### src/rtl/coproc_instr_responder.sv
// coproc_instr_responder
//   Coprocessor-side endpoint of the HPS PIO instruction link. Synchronizes the
//   HPS enable strobe, turns its rising edge into a start event, latches and
//   validates the 29-bit instruction, issues a valid/ready command to the
//   matrix datapath, waits (with optional timeout) for the response and
//   publishes result byte and status flags back to the PIO.
//
// Parameters
//   SYNC_STAGES    enable synchronizer depth (>= 2)
//   NUM_OPS        opcodes 0..NUM_OPS-1 are legal (<= 16)
//   TIMEOUT_CYCLES max cycles in ISSUE+WAIT_RSP before abort; 0 = no timeout
//
// Ports
//   clk_clk, reset_reset_n          clock, async active-low reset
//   instruction[28:0], enable       from HPS PIO ([3:0] op, [27:4] payload, [28] parity)
//   dataout[7:0], flags[3:0]        to HPS PIO (flags: 0 busy, 1 done, 2 error, 3 overrun)
//   cmd_valid/ready/opcode/payload  command channel to the datapath
//   rsp_valid/data/error            one-cycle response strobe from the datapath
//
// Build option
//   INSTR_PARITY_EN  when defined, instruction[28] must make bits 28:0 even
//                    parity; a mismatch finishes the command with error.
//
// All outputs come straight from flops.

module coproc_instr_responder #(
  parameter int SYNC_STAGES    = 2,
  parameter int NUM_OPS        = 8,
  parameter int TIMEOUT_CYCLES = 1024
) (
  input  logic        clk_clk,
  input  logic        reset_reset_n,
  input  logic [28:0] instruction,
  input  logic        enable,
  output logic [7:0]  dataout,
  output logic [3:0]  flags,
  output logic        cmd_valid,
  input  logic        cmd_ready,
  output logic [3:0]  cmd_opcode,
  output logic [23:0] cmd_payload,
  input  logic        rsp_valid,
  input  logic [7:0]  rsp_data,
  input  logic        rsp_error
);

`ifdef INSTR_PARITY_EN
  localparam bit PARITY_EN = 1'b1;
`else
  localparam bit PARITY_EN = 1'b0;
`endif

  // Counter only needs to reach TIMEOUT_CYCLES-1; the abort fires on the
  // edge that would make it TIMEOUT_CYCLES.
  localparam int CW = (TIMEOUT_CYCLES > 1) ? $clog2(TIMEOUT_CYCLES) : 1;
  localparam logic [CW-1:0] TO_LAST =
    (TIMEOUT_CYCLES > 0) ? CW'(TIMEOUT_CYCLES - 1) : '0;

  // RESOLVE is the single busy cycle for commands that never reach the
  // datapath (NOP, illegal opcode, bad parity).
  typedef enum logic [1:0] {
    IDLE     = 2'd0,
    RESOLVE  = 2'd1,
    ISSUE    = 2'd2,
    WAIT_RSP = 2'd3
  } state_e;

  state_e                 state_q, state_d;
  logic [SYNC_STAGES-1:0] sync_q, sync_d;
  logic [SYNC_STAGES-1:0] sync_vld_q, sync_vld_d;
  logic                   en_prev_q, en_prev_d;
  logic                   armed_q, armed_d;
  logic [CW-1:0]          cnt_q, cnt_d;
  logic                   res_err_q, res_err_d;
  logic                   busy_q, busy_d;
  logic                   done_q, done_d;
  logic                   err_q, err_d;
  logic                   ovr_q, ovr_d;
  logic [7:0]             dout_q, dout_d;
  logic                   cmd_valid_q, cmd_valid_d;
  logic [3:0]             cmd_op_q, cmd_op_d;
  logic [23:0]            cmd_pl_q, cmd_pl_d;

  logic en_s, sync_ok, rise, start, op_bad, par_bad, timeout_hit;

  assign en_s    = sync_q[SYNC_STAGES-1];
  // The synchronizer resets to 0, so its output only means "enable is low"
  // once real samples have propagated through. Without this qualifier an
  // enable held high across reset release would arm and fire a command.
  assign sync_ok = sync_vld_q[SYNC_STAGES-1];
  assign rise    = en_s & ~en_prev_q;
  assign start   = rise & armed_q & ~busy_q;

  assign op_bad      = ({1'b0, instruction[3:0]} >= 5'(NUM_OPS));
  assign par_bad     = PARITY_EN & (^instruction);
  assign timeout_hit = (TIMEOUT_CYCLES != 0) && (cnt_q == TO_LAST);

  always_ff @(posedge clk_clk or negedge reset_reset_n) begin
    if (!reset_reset_n) begin
      state_q     <= IDLE;
      sync_q      <= '0;
      sync_vld_q  <= '0;
      en_prev_q   <= 1'b0;
      armed_q     <= 1'b0;
      cnt_q       <= '0;
      res_err_q   <= 1'b0;
      busy_q      <= 1'b0;
      done_q      <= 1'b0;
      err_q       <= 1'b0;
      ovr_q       <= 1'b0;
      dout_q      <= '0;
      cmd_valid_q <= 1'b0;
      cmd_op_q    <= '0;
      cmd_pl_q    <= '0;
    end else begin
      state_q     <= state_d;
      sync_q      <= sync_d;
      sync_vld_q  <= sync_vld_d;
      en_prev_q   <= en_prev_d;
      armed_q     <= armed_d;
      cnt_q       <= cnt_d;
      res_err_q   <= res_err_d;
      busy_q      <= busy_d;
      done_q      <= done_d;
      err_q       <= err_d;
      ovr_q       <= ovr_d;
      dout_q      <= dout_d;
      cmd_valid_q <= cmd_valid_d;
      cmd_op_q    <= cmd_op_d;
      cmd_pl_q    <= cmd_pl_d;
    end
  end

  always_comb begin
    state_d     = state_q;
    sync_d      = {sync_q[SYNC_STAGES-2:0], enable};
    sync_vld_d  = {sync_vld_q[SYNC_STAGES-2:0], 1'b1};
    en_prev_d   = en_s;
    armed_d     = armed_q | (sync_ok & ~en_s);
    cnt_d       = cnt_q;
    res_err_d   = res_err_q;
    busy_d      = busy_q;
    done_d      = done_q;
    err_d       = err_q;
    ovr_d       = ovr_q;
    dout_d      = dout_q;
    cmd_valid_d = cmd_valid_q;
    cmd_op_d    = cmd_op_q;
    cmd_pl_d    = cmd_pl_q;

    // A new edge while a command is in flight is only recorded, never acted on.
    if (rise && busy_q) ovr_d = 1'b1;

    unique case (state_q)
      IDLE: begin
        if (start) begin
          cmd_op_d = instruction[3:0];
          cmd_pl_d = instruction[27:4];
          busy_d   = 1'b1;
          done_d   = 1'b0;
          err_d    = 1'b0;
          ovr_d    = 1'b0;
          dout_d   = '0;
          cnt_d    = '0;
          if (par_bad || op_bad) begin
            state_d   = RESOLVE;
            res_err_d = 1'b1;
          end else if (instruction[3:0] == 4'd0) begin
            state_d   = RESOLVE;
            res_err_d = 1'b0;
          end else begin
            state_d     = ISSUE;
            cmd_valid_d = 1'b1;
          end
        end
      end

      RESOLVE: begin
        state_d = IDLE;
        busy_d  = 1'b0;
        done_d  = 1'b1;
        err_d   = res_err_q;
      end

      ISSUE: begin
        cnt_d = cnt_q + CW'(1);
        if (timeout_hit) begin
          state_d     = IDLE;
          cmd_valid_d = 1'b0;
          busy_d      = 1'b0;
          done_d      = 1'b1;
          err_d       = 1'b1;
          dout_d      = '0;
        end else if (cmd_ready) begin
          state_d     = WAIT_RSP;
          cmd_valid_d = 1'b0;
        end
      end

      WAIT_RSP: begin
        cnt_d = cnt_q + CW'(1);
        if (rsp_valid) begin
          state_d = IDLE;
          busy_d  = 1'b0;
          done_d  = 1'b1;
          err_d   = rsp_error;
          dout_d  = rsp_data;
        end else if (timeout_hit) begin
          state_d = IDLE;
          busy_d  = 1'b0;
          done_d  = 1'b1;
          err_d   = 1'b1;
          dout_d  = '0;
        end
      end

      default: state_d = IDLE;
    endcase
  end

  assign dataout     = dout_q;
  assign flags       = {ovr_q, err_q, done_q, busy_q};
  assign cmd_valid   = cmd_valid_q;
  assign cmd_opcode  = cmd_op_q;
  assign cmd_payload = cmd_pl_q;

endmodule

### config.mk
export PLATFORM = sky130hd
export DESIGN_NAME = coproc_instr_responder
export DESIGN_NICKNAME = d
export VERILOG_FILES = /design/src/rtl/coproc_instr_responder.sv
export SDC_FILE = /design/constraint.sdc
export NUM_CORES = 1
export LEC_CHECK = 0
export ABC_CLOCK_PERIOD_IN_PS = 2600
export CAP_MARGIN = 20
export CORE_MARGIN = 5
export CORE_UTILIZATION = 49
export DETAILED_ROUTE_END_ITERATION = 10
export GPL_ROUTABILITY_DRIVEN = 1
export HOLD_SLACK_MARGIN = 0.03
export PLACE_DENSITY = 0.91
export SLEW_MARGIN = 15
export SYNTH_ARGS = -nofsm -noshare
export SYNTH_HDL_FRONTEND = slang
export SYNTH_SLANG_ARGS = --single-unit
export TNS_END_PERCENT = 100
### constraint.sdc
create_clock -name clk_clk -period 2.6 [get_ports clk_clk]
set_input_delay 0.52 -clock clk_clk [delete_from_list [all_inputs] [get_ports clk_clk]]
set_output_delay 0.52 -clock clk_clk [all_outputs]
set_load 0.05 [all_outputs]
After elaboration in Yosys (flattened, before gate mapping):

Cells that the tools add are included.

* output and inout bits: 41
* bits in registers: 60
* input bits: 43
* word-level logic and storage cells: 84

* $lt $le $gt $ge: 1
* add/subtract/negate cells: 1
* bitwise logic cells: 8
* reductions and logical operators: 14
* muxes and demuxes: 36
* eq/ne operators: 9

Operator list (count)
* $mux 8: 3
* $pmux 8 s3: 1
* $pmux 10 s2: 1
* $mux 1: 18
* $mux 2: 7
* $pmux 1 s4: 3
* $add 10x1->10 const B: 1
* $eq 10x10->1 const B: 1
* $mux 10: 1
* $pmux 2 s4: 1
* $ne 2x2->1 const B: 3
* $ne 3x3->1 const B: 2
* $reduce_and 2->1: 3
* $reduce_and 3->1: 2
* $reduce_bool 2->1: 3
* $reduce_and 5->1: 1
* $and 1x1->1: 4
* $eq 2x2->1 const B: 2
* $ge 4x4->1 const B: 1
* $logic_not 4->1: 1
* $not 1->1: 3
* $reduce_bool 3->1: 1
* $eq 2x1->1 const B: 1
* $logic_not 2->1: 1
* 4 further kinds: 4

Depth between registers and ports, before layout:

Gate-level depths: netlist (run 1).

* word-level depth: 6
* mapped depth: 6

Worst setup path after synthesis (run 1):

No wires, ideal clock.

* kind: register to register
* start point: reg cnt_q[0]
* end point: reg dout_q[0], in the netlist dataout[0]
* clock period less this slack: 1.442 ns
* slack: 1.158 ns
* required time: 2.479 ns
* setup time: 0.121 ns
* buffers on the path: 0
* data arrival time: 1.320 ns
* stages on the path, launching flop included: 6
* cells stage by stage: dfrtp_1 -> ha_1 -> nand4_1 -> o31ai_4 -> o21bai_4 -> a22o_1

* cells in the longest elaborated chain, start to end: 4

Ends and longest elaborated chain
* start, declared: RTL line 72 `logic [CW-1:0] cnt_q, cnt_d;`
* start signal, assigned: RTL line 120 `cnt_q <= cnt_d;`
* $eq 10x10->1 (*): RTL line 95 `assign timeout_hit = (TIMEOUT_CYCLES != 0) && (cnt_q == TO_LAST);`
* $mux 8 (*)
* $mux 8
* $pmux 8 s3 (*)
* end signal, assigned: RTL line 126 `dout_q <= dout_d;`
* end, declared: RTL line 78 `logic [7:0] dout_q, dout_d;`

Every way passes the cells marked *; elsewhere a longest branch is shown, timed or not.
A chain may end at the register's enable or synchronous reset.

Final worst setup path (run 1):

* start point: reg busy_q
* end point: out flags[0]

RTL lines
* start, declared: RTL line 74 `logic busy_q, busy_d;`
* start signal, assigned: RTL line 122 `busy_q <= busy_d;`
* end, declared: RTL line 36 `output logic [3:0] flags,`

No word-level cell between the ends.

==> results of run 1 <==
## power groups by stage
| stage | logic (mW) | clock network (mW) | registers (mW) |
|---|---|---|---|
| after floorplan | 0.669 | 0 | 2.42 |
| after global placement | 2.32 | 0 | 1.50 |
| after detailed placement | 2.37 | 0 | 1.53 |
| after CTS | 2.38 | 0.851 | 1.52 |
| after global routing | 2.49 | 0.901 | 1.57 |
| final | 2.36 | 0.841 | 1.52 |
## metrics by stage
step           hold WS (ns)  total power [mW]
6_report              0.214              4.72
5_1_grt               0.268              4.96
4_1_cts               0.226              4.75
3_5_place_dp          0.336              3.90
3_3_place_gp          0.332              3.82
2_1_floorplan         0.224              3.09
## worst paths after layout
| path | from | endpoint | slack (ns) | cells after the start |
|---|---|---|---|---|
| worst max-delay path | busy_q$_DFFE_PN0N_ | flags[0] | 0.52 | 1 |
| worst min-delay path | reset_reset_n | cmd_payload[15]$_DFFE_PN0P_ | 0.21 | 1 |
| worst max register to register | busy_q$_DFFE_PN0N_ | cmd_payload[6]$_DFFE_PN0P_ | 0.59 | 5 |
| worst min register to register | sync_vld_q[0]$_DFF_PN0_ | sync_vld_q[1]$_DFF_PN0_ | 0.34 | 0 |
| max in group asynchronous | reset_reset_n | cnt_q[8]$_DFFE_PN0P_ | 1.79 | 2 |
| min in group clk_clk | sync_vld_q[0]$_DFF_PN0_ | sync_vld_q[1]$_DFF_PN0_ | 0.34 | 0 |
## Yosys cell counts, drive strengths merged
cell type and instances:
a21o 2, or2 1, nand2 85, xnor2 2, o21bai 1, o21ai 6, nand3 8, o21ba 2
a21oi 2, a22o 13, nand4 3, and2 1, mux2 1, o2bb2ai 1, clkbuf 2, o32ai 1
inv 6, nor2 3, nand4bb 1, nor3 5, or3 1, a31oi 2, and3 3, o31ai 2
mux2i 1, o22ai 2, o211ai 1, ha 1, xor2 2, buf 11, conb 1, dfrtp 60
and4 2
## metal layers
layer  track usage  wire length (um)  vias to the layer above  part of all wire
met5             0                 0                        -                 0
li1              -                 -                      957                 -
met1         0.237              2420                      970              0.40
met4        0.0861                68                        0             0.011
met3        0.0592               489                        8             0.082
met2         0.305              2990                       83              0.50
## cells by family after synthesis
family / Yosys count
fa+ha+maj: 1
compound gates: 35
xor+xnor: 4
flops: 60
other cells: 1
buf+inv: 19
simple gates: 113
mux: 2
## area by class of cell
cell class              count  share of cell area
flip-flops and latches     60               0.421
inverters                   6             0.00631
clock inverters             4              0.0133
well taps                  70              0.0245
clock buffers              12              0.0435
multi-input cells         156               0.249
repair buffers             87               0.243
## sequential cells by signal (all words and copies together), names as in the netlist, 2 cells and up
name         flops
cmd_payload     24
cnt_q           10
dataout          8
cmd_opcode       4
state_q          2
sync_q           2
sync_vld_q       2
==> impl_metrics.tcl, run 1 <==
set metrics [dict create \
    cp-start-kind "register" \
    path_class "reg -> out" \
    post_drt_wl_per_cell_um 15.1 \
    final_min_period_over_clock_period 0.799 \
    rsz0062_at_grt "false" \
    tightest_slew_ns 0.948 \
    ys_top_cells_by_area "sky130_fd_sc_hd__dfrtp_1 60%, sky130_fd_sc_hd__nand2_1 13%, sky130_fd_sc_hd__a22o_1 4.2%, sky130_fd_sc_hd__nand3_1 1.6%, sky130_fd_sc_hd__buf_6 1.4%" \
    cts_htree_levels 3 \
    final.setup.worst_slack_ns 0.523 \
    timing.slew.headroom 0.368 \
    combinational_power_share 0.500 \
    drt.antenna.violating_nets 0 \
    share_of_cells_above_drive_strength_1 0.105 \
    yosys.area_share.adder 0.00501 \
    detailroute.via_count 2018 \
    yosys.area.top_type "sky130_fd_sc_hd__dfrtp_1" \
    crit_buf_inv 1 \
    grt-ovfl-total 0 \
    switching_share 0.449 \
    std_cell_rows 26 \
    clock_power_share 0.178 \
    filler_cell_count 342 \
    synth_nets 279 \
    max_freq_mhz 482 \
    worst_ir_drop_vdd_uv 789 \
    layout.cell_area.non_filler_mm2 0.00357 \
    vert_die_dim_um 81.4 \
    tritoncts "built" \
    cts_hold_repair.buffers 0 \
    power.leakage_nw 1.65 \
    outcome "finished, final reports clean" \
    clock_pin_slew_reported_for_the_worst_setup_and_hold_paths_after_clock_tree_synthesis_ns 0.06 \
    cts-buffers-inserted 9 \
    timing.critical_path.cells "clkdlybuf4s50_1" \
    sequential_cell_area_mm2 0.00150 \
    num_io_pins 84 \
    grt_max_degree 33 \
    ctsLongestPathBuffers 2 \
    drv_cap 0 \
    crit_path_end_kind "primary output" \
    synth_sequential_area_ratio 0.601 \
    finalWeightedCongestion 0.827 \
    final_common_cell "sky130_fd_sc_hd__nand2_1" \
    mappedNetlistArea_mm2 0.00250 \
    yosys.area_share.simple 0.204 \
    placement.cell_area_mm2 0.00337 \
    final_hold_viol_count 0 \
    delay_heaviest_family_cp "buffers and inverters" \
    critical_path_peak_fanout 4 \
    port_buffers 82 \
    post-synth-top-area-fraction 0.601 \
    clock_latency_ns 0.33 \
    post-place-cells 379 \
    timing.final.setup_violations 0 \
    syn2layout_area_growth_pct 42.9 \
    multiInputGateArea_um2 890 \
    synth_xor_xnor_area_share 0.0140 \
    tns_ns 0 \
    via_per_inst 5.11 \
    top_library_cells_by_usage_in_the_layout_fill_and_taps_aside "85 x sky130_fd_sc_hd__nand2_1, 81 x sky130_fd_sc_hd__clkdlybuf4s50_1, 60 x sky130_fd_sc_hd__dfrtp_1, 12 x sky130_fd_sc_hd__a22o_1, 11 x sky130_fd_sc_hd__clkbuf_8" \
    number_of_diodes 0 \
    power_density_mw_per_mm2 1320 \
    clock_sinks 60 \
    die-area_mm2 0.00663 \
    dpl.hpwl_mm 4.38 \
    grt_antenna_before_repair 0 \
    grt_use_total 0.191 \
    synth.yosys.warnings 0 \
    drt_wl_total_mm 5.97 \
    drc 0 \
    synth.ff_latch_count 60 \
    postLayoutCoreUtil 0.708 \
    preCtsSetupSlack_ns 0.587 \
    avgSynthCellArea_um2 10.6 \
    netSwitchingPower_mw 2.12 \
    cellInternalPower_mw 2.60 \
    power_share_of_the_sequential_group 0.322 \
    timing.final.crit_period_ns 2.08 \
    critPathSlowestCell "sky130_fd_sc_hd__clkdlybuf4s50_1" \
    detail_route.iter0.violations 153 \
    nNetsFinal 364 \
    die_x_um 81.4 \
    post_synth_num_cell_types 43 \
    timing.clock.skew_ns 0.0107 \
    cts_resized 0 \
    first_pass_iters 4 \
    post_layout_nonfiller_instances 395 \
    dominant_combinational_cell_family_by_area_after_synthesis "simple AND/OR/NAND/NOR gates" \
    design.core.area_mm2 0.00504 \
    max_stage_delay_ns 0.84 \
    multiplexer_share_of_the_synthesized_area 0.00851 \
    required_ns 2.08 \
    worst_ep_arrival_time_ns 1.56 \
    synth_compound_area_frac 0.120 \
    post_cts.repair.setup_buffers 0 \
    syn-instance-count 235 \
    final_max_slew_viol_count 0 \
    initial_core_util 0.496 \
    grt_first_pass_wirelength_mm 9.45 \
    grt_pass1_vias 1995 \
    hold_path.class "in -> async" \
    clock_root_cell "sky130_fd_sc_hd__clkbuf_8" \
]
Power figures use the tool's default switching activity.
==> run 2: changes to the inputs <==
- ABC_CLOCK_PERIOD_IN_PS: 2600 -> 2070
- CORE_UTILIZATION: 49 -> 45
- PLACE_DENSITY: 0.91 -> 0.85
- clock period: 2.6 -> 2.07 ns (I/O delays scaled with it)
==> run 2 against run 1 <==
  * Clock-buffer cell count fell by 3
  * Critical endpoint is now flags[2]
  * Cell area rose by 1.3%
  * Largest cell class unchanged
  * Clock skew fell by 0.0038 ns
  * Critical path type unchanged
  * Critical path depth did not move
  * Register-to-register slack got worse by 0.17 ns
==> impl_metrics.tcl, run 2 (synthesis gave the netlist of run 1 again) <==
set metrics [dict create \
    tns_ns 0 \
    timing.final.setup_violations 0 \
    tritoncts "built" \
    std_cell_rows 27 \
    drc 0 \
    worst_ep_arrival_time_ns 1.57 \
    layout.cell_area.non_filler_mm2 0.00362 \
    cts_resized 0 \
    tightest_slew_ns 0.567 \
    drt.antenna.violating_nets 0 \
    crit_buf_inv 1 \
    ctsLongestPathBuffers 2 \
    final_common_cell "sky130_fd_sc_hd__nand2_1" \
    detailroute.via_count 2013 \
    design.core.area_mm2 0.00544 \
    grt-ovfl-total 0 \
    share_of_cells_above_drive_strength_1 0.108 \
    drv_cap 0 \
    drt_wl_total_mm 5.88 \
    first_pass_iters 4 \
    grt_use_total 0.171 \
    timing.slew.headroom 0.622 \
    postLayoutCoreUtil 0.665 \
    cts-buffers-inserted 9 \
    max_stage_delay_ns 0.84 \
    cts_htree_levels 3 \
    grt_antenna_before_repair 0 \
    r2r.worst_path.cells 5 \
    final_max_slew_viol_count 0 \
    required_ns 1.66 \
    power_density_mw_per_mm2 1700 \
    cts_hold_repair.buffers 0 \
    grt_first_pass_wirelength_mm 9.62 \
    grt_pass1_vias 2015 \
    finalWeightedCongestion 0.856 \
    max_reg_flops 24 \
    delay_heaviest_family_cp "buffers and inverters" \
    timing.final.crit_period_ns 1.98 \
    dpl.hpwl_mm 4.17 \
    top_library_cells_by_usage_in_the_layout_fill_and_taps_aside "85 x sky130_fd_sc_hd__nand2_1, 81 x sky130_fd_sc_hd__clkdlybuf4s50_1, 60 x sky130_fd_sc_hd__dfrtp_1, 12 x sky130_fd_sc_hd__a22o_1, 9 x sky130_fd_sc_hd__clkbuf_8" \
    initial_core_util 0.459 \
    die_x_um 84.5 \
    rsz0062_at_grt "false" \
    port_buffers 82 \
    grt_max_degree 40 \
    num_io_pins 84 \
    max_freq_mhz 504 \
    critPathSlowestCell "sky130_fd_sc_hd__clkdlybuf4s50_1" \
    nNetsFinal 364 \
    clock_latency_ns 0.34 \
    clock_pin_slew_reported_for_the_worst_setup_and_hold_paths_after_clock_tree_synthesis_ns 0.07 \
    outcome "finished, final reports clean" \
    post_layout_nonfiller_instances 397 \
    post-place-cells 381 \
    timing.critical_path.cells "clkdlybuf4s50_1" \
    hold_path.class "in -> async" \
    path_class "reg -> out" \
    syn2layout_area_growth_pct 44.8 \
    vert_die_dim_um 84.5 \
    clock_sinks 60 \
    placement.cell_area_mm2 0.00337 \
    detail_route.iter0.violations 86 \
    critical_path_peak_fanout 3 \
    r2r_end "cmd_valid$_DFFE_PN0P_" \
    final_min_period_over_clock_period 0.959 \
    post_cts.repair.setup_buffers 0 \
    worst-r2r-setup-slack_ns 0.42 \
    timing.rr.start "cnt_q[0]$_DFFE_PN0P_" \
    power.leakage_nw 1.67 \
    timing.clock.skew_ns 0.00698 \
    via_per_inst 5.07 \
    final_hold_viol_count 0 \
    post_drt_wl_per_cell_um 14.8 \
    clock_root_cell "sky130_fd_sc_hd__clkbuf_8" \
    die-area_mm2 0.00714 \
    cp-start-kind "register" \
    design_power_total_mw 6.14 \
    number_of_diodes 0 \
    crit_path_end_kind "primary output" \
    worst_ir_drop_vdd_uv 1010 \
]
## run 2: cell count changes in the layout (fill, tap and decap cells not counted)
cell	delta
sky130_fd_sc_hd__bufinv_16	+2
sky130_fd_sc_hd__inv_6	+1
sky130_fd_sc_hd__clkinv_4	+2
sky130_fd_sc_hd__clkbuf_8	-2
sky130_fd_sc_hd__clkinv_2	-2
sky130_fd_sc_hd__clkbuf_1	-1
## run 2: cell type report
| cell class | count | area (um2) |
|---|---|---|
| inverters | 6 | 22.5 |
| clock inverters | 7 | 124 |
| well taps | 72 | 90.1 |
| repair buffers | 87 | 866 |
| flip-flops and latches | 60 | 1500 |
| fillers | 414 | 1820 |
| multi-input cells | 156 | 890 |
| clock buffers | 9 | 124 |
## run 2: power by group
part	internal (mW)	switching, mW
clock	0.807	0.471
sequential	1.61	0.329
combinational	1.03	1.89
## run 2: metal layers
layer,up-vias,track usage,part of all wire
li1,956,-,-
met1,972,0.201,0.40
met2,69,0.276,0.50
met3,16,0.0589,0.074
met4,0,0.0906,0.027
met5,-,0,0
## run 2: worst max path at each step
stage / from / endpoint / slack [ns] / depth (start not counted)
after floorplan: cnt_q[0]$_DFFE_PN0P_ / dataout[0]$_DFFE_PN0P_ / 0.63 / 5
after global placement: rsp_valid / dataout[1]$_DFFE_PN0P_ / 0.30 / 5
after detailed placement: rsp_valid / dataout[4]$_DFFE_PN0P_ / 0.27 / 5
after CTS: err_q$_DFFE_PN0N_ / flags[2] / 0.08 / 1
after global routing: err_q$_DFFE_PN0N_ / flags[2] / 0.06 / 1
final: err_q$_DFFE_PN0N_ / flags[2] / 0.09 / 1
## run 2: stage by stage
stage	setup WS, ns	hold WS [ns]
floorplan	0.628	0.118
global placement	0.298	0.332
detailed placement	0.274	0.345
CTS	0.0764	0.0492
global route	0.0566	0.0929
finish	0.0854	0.0504
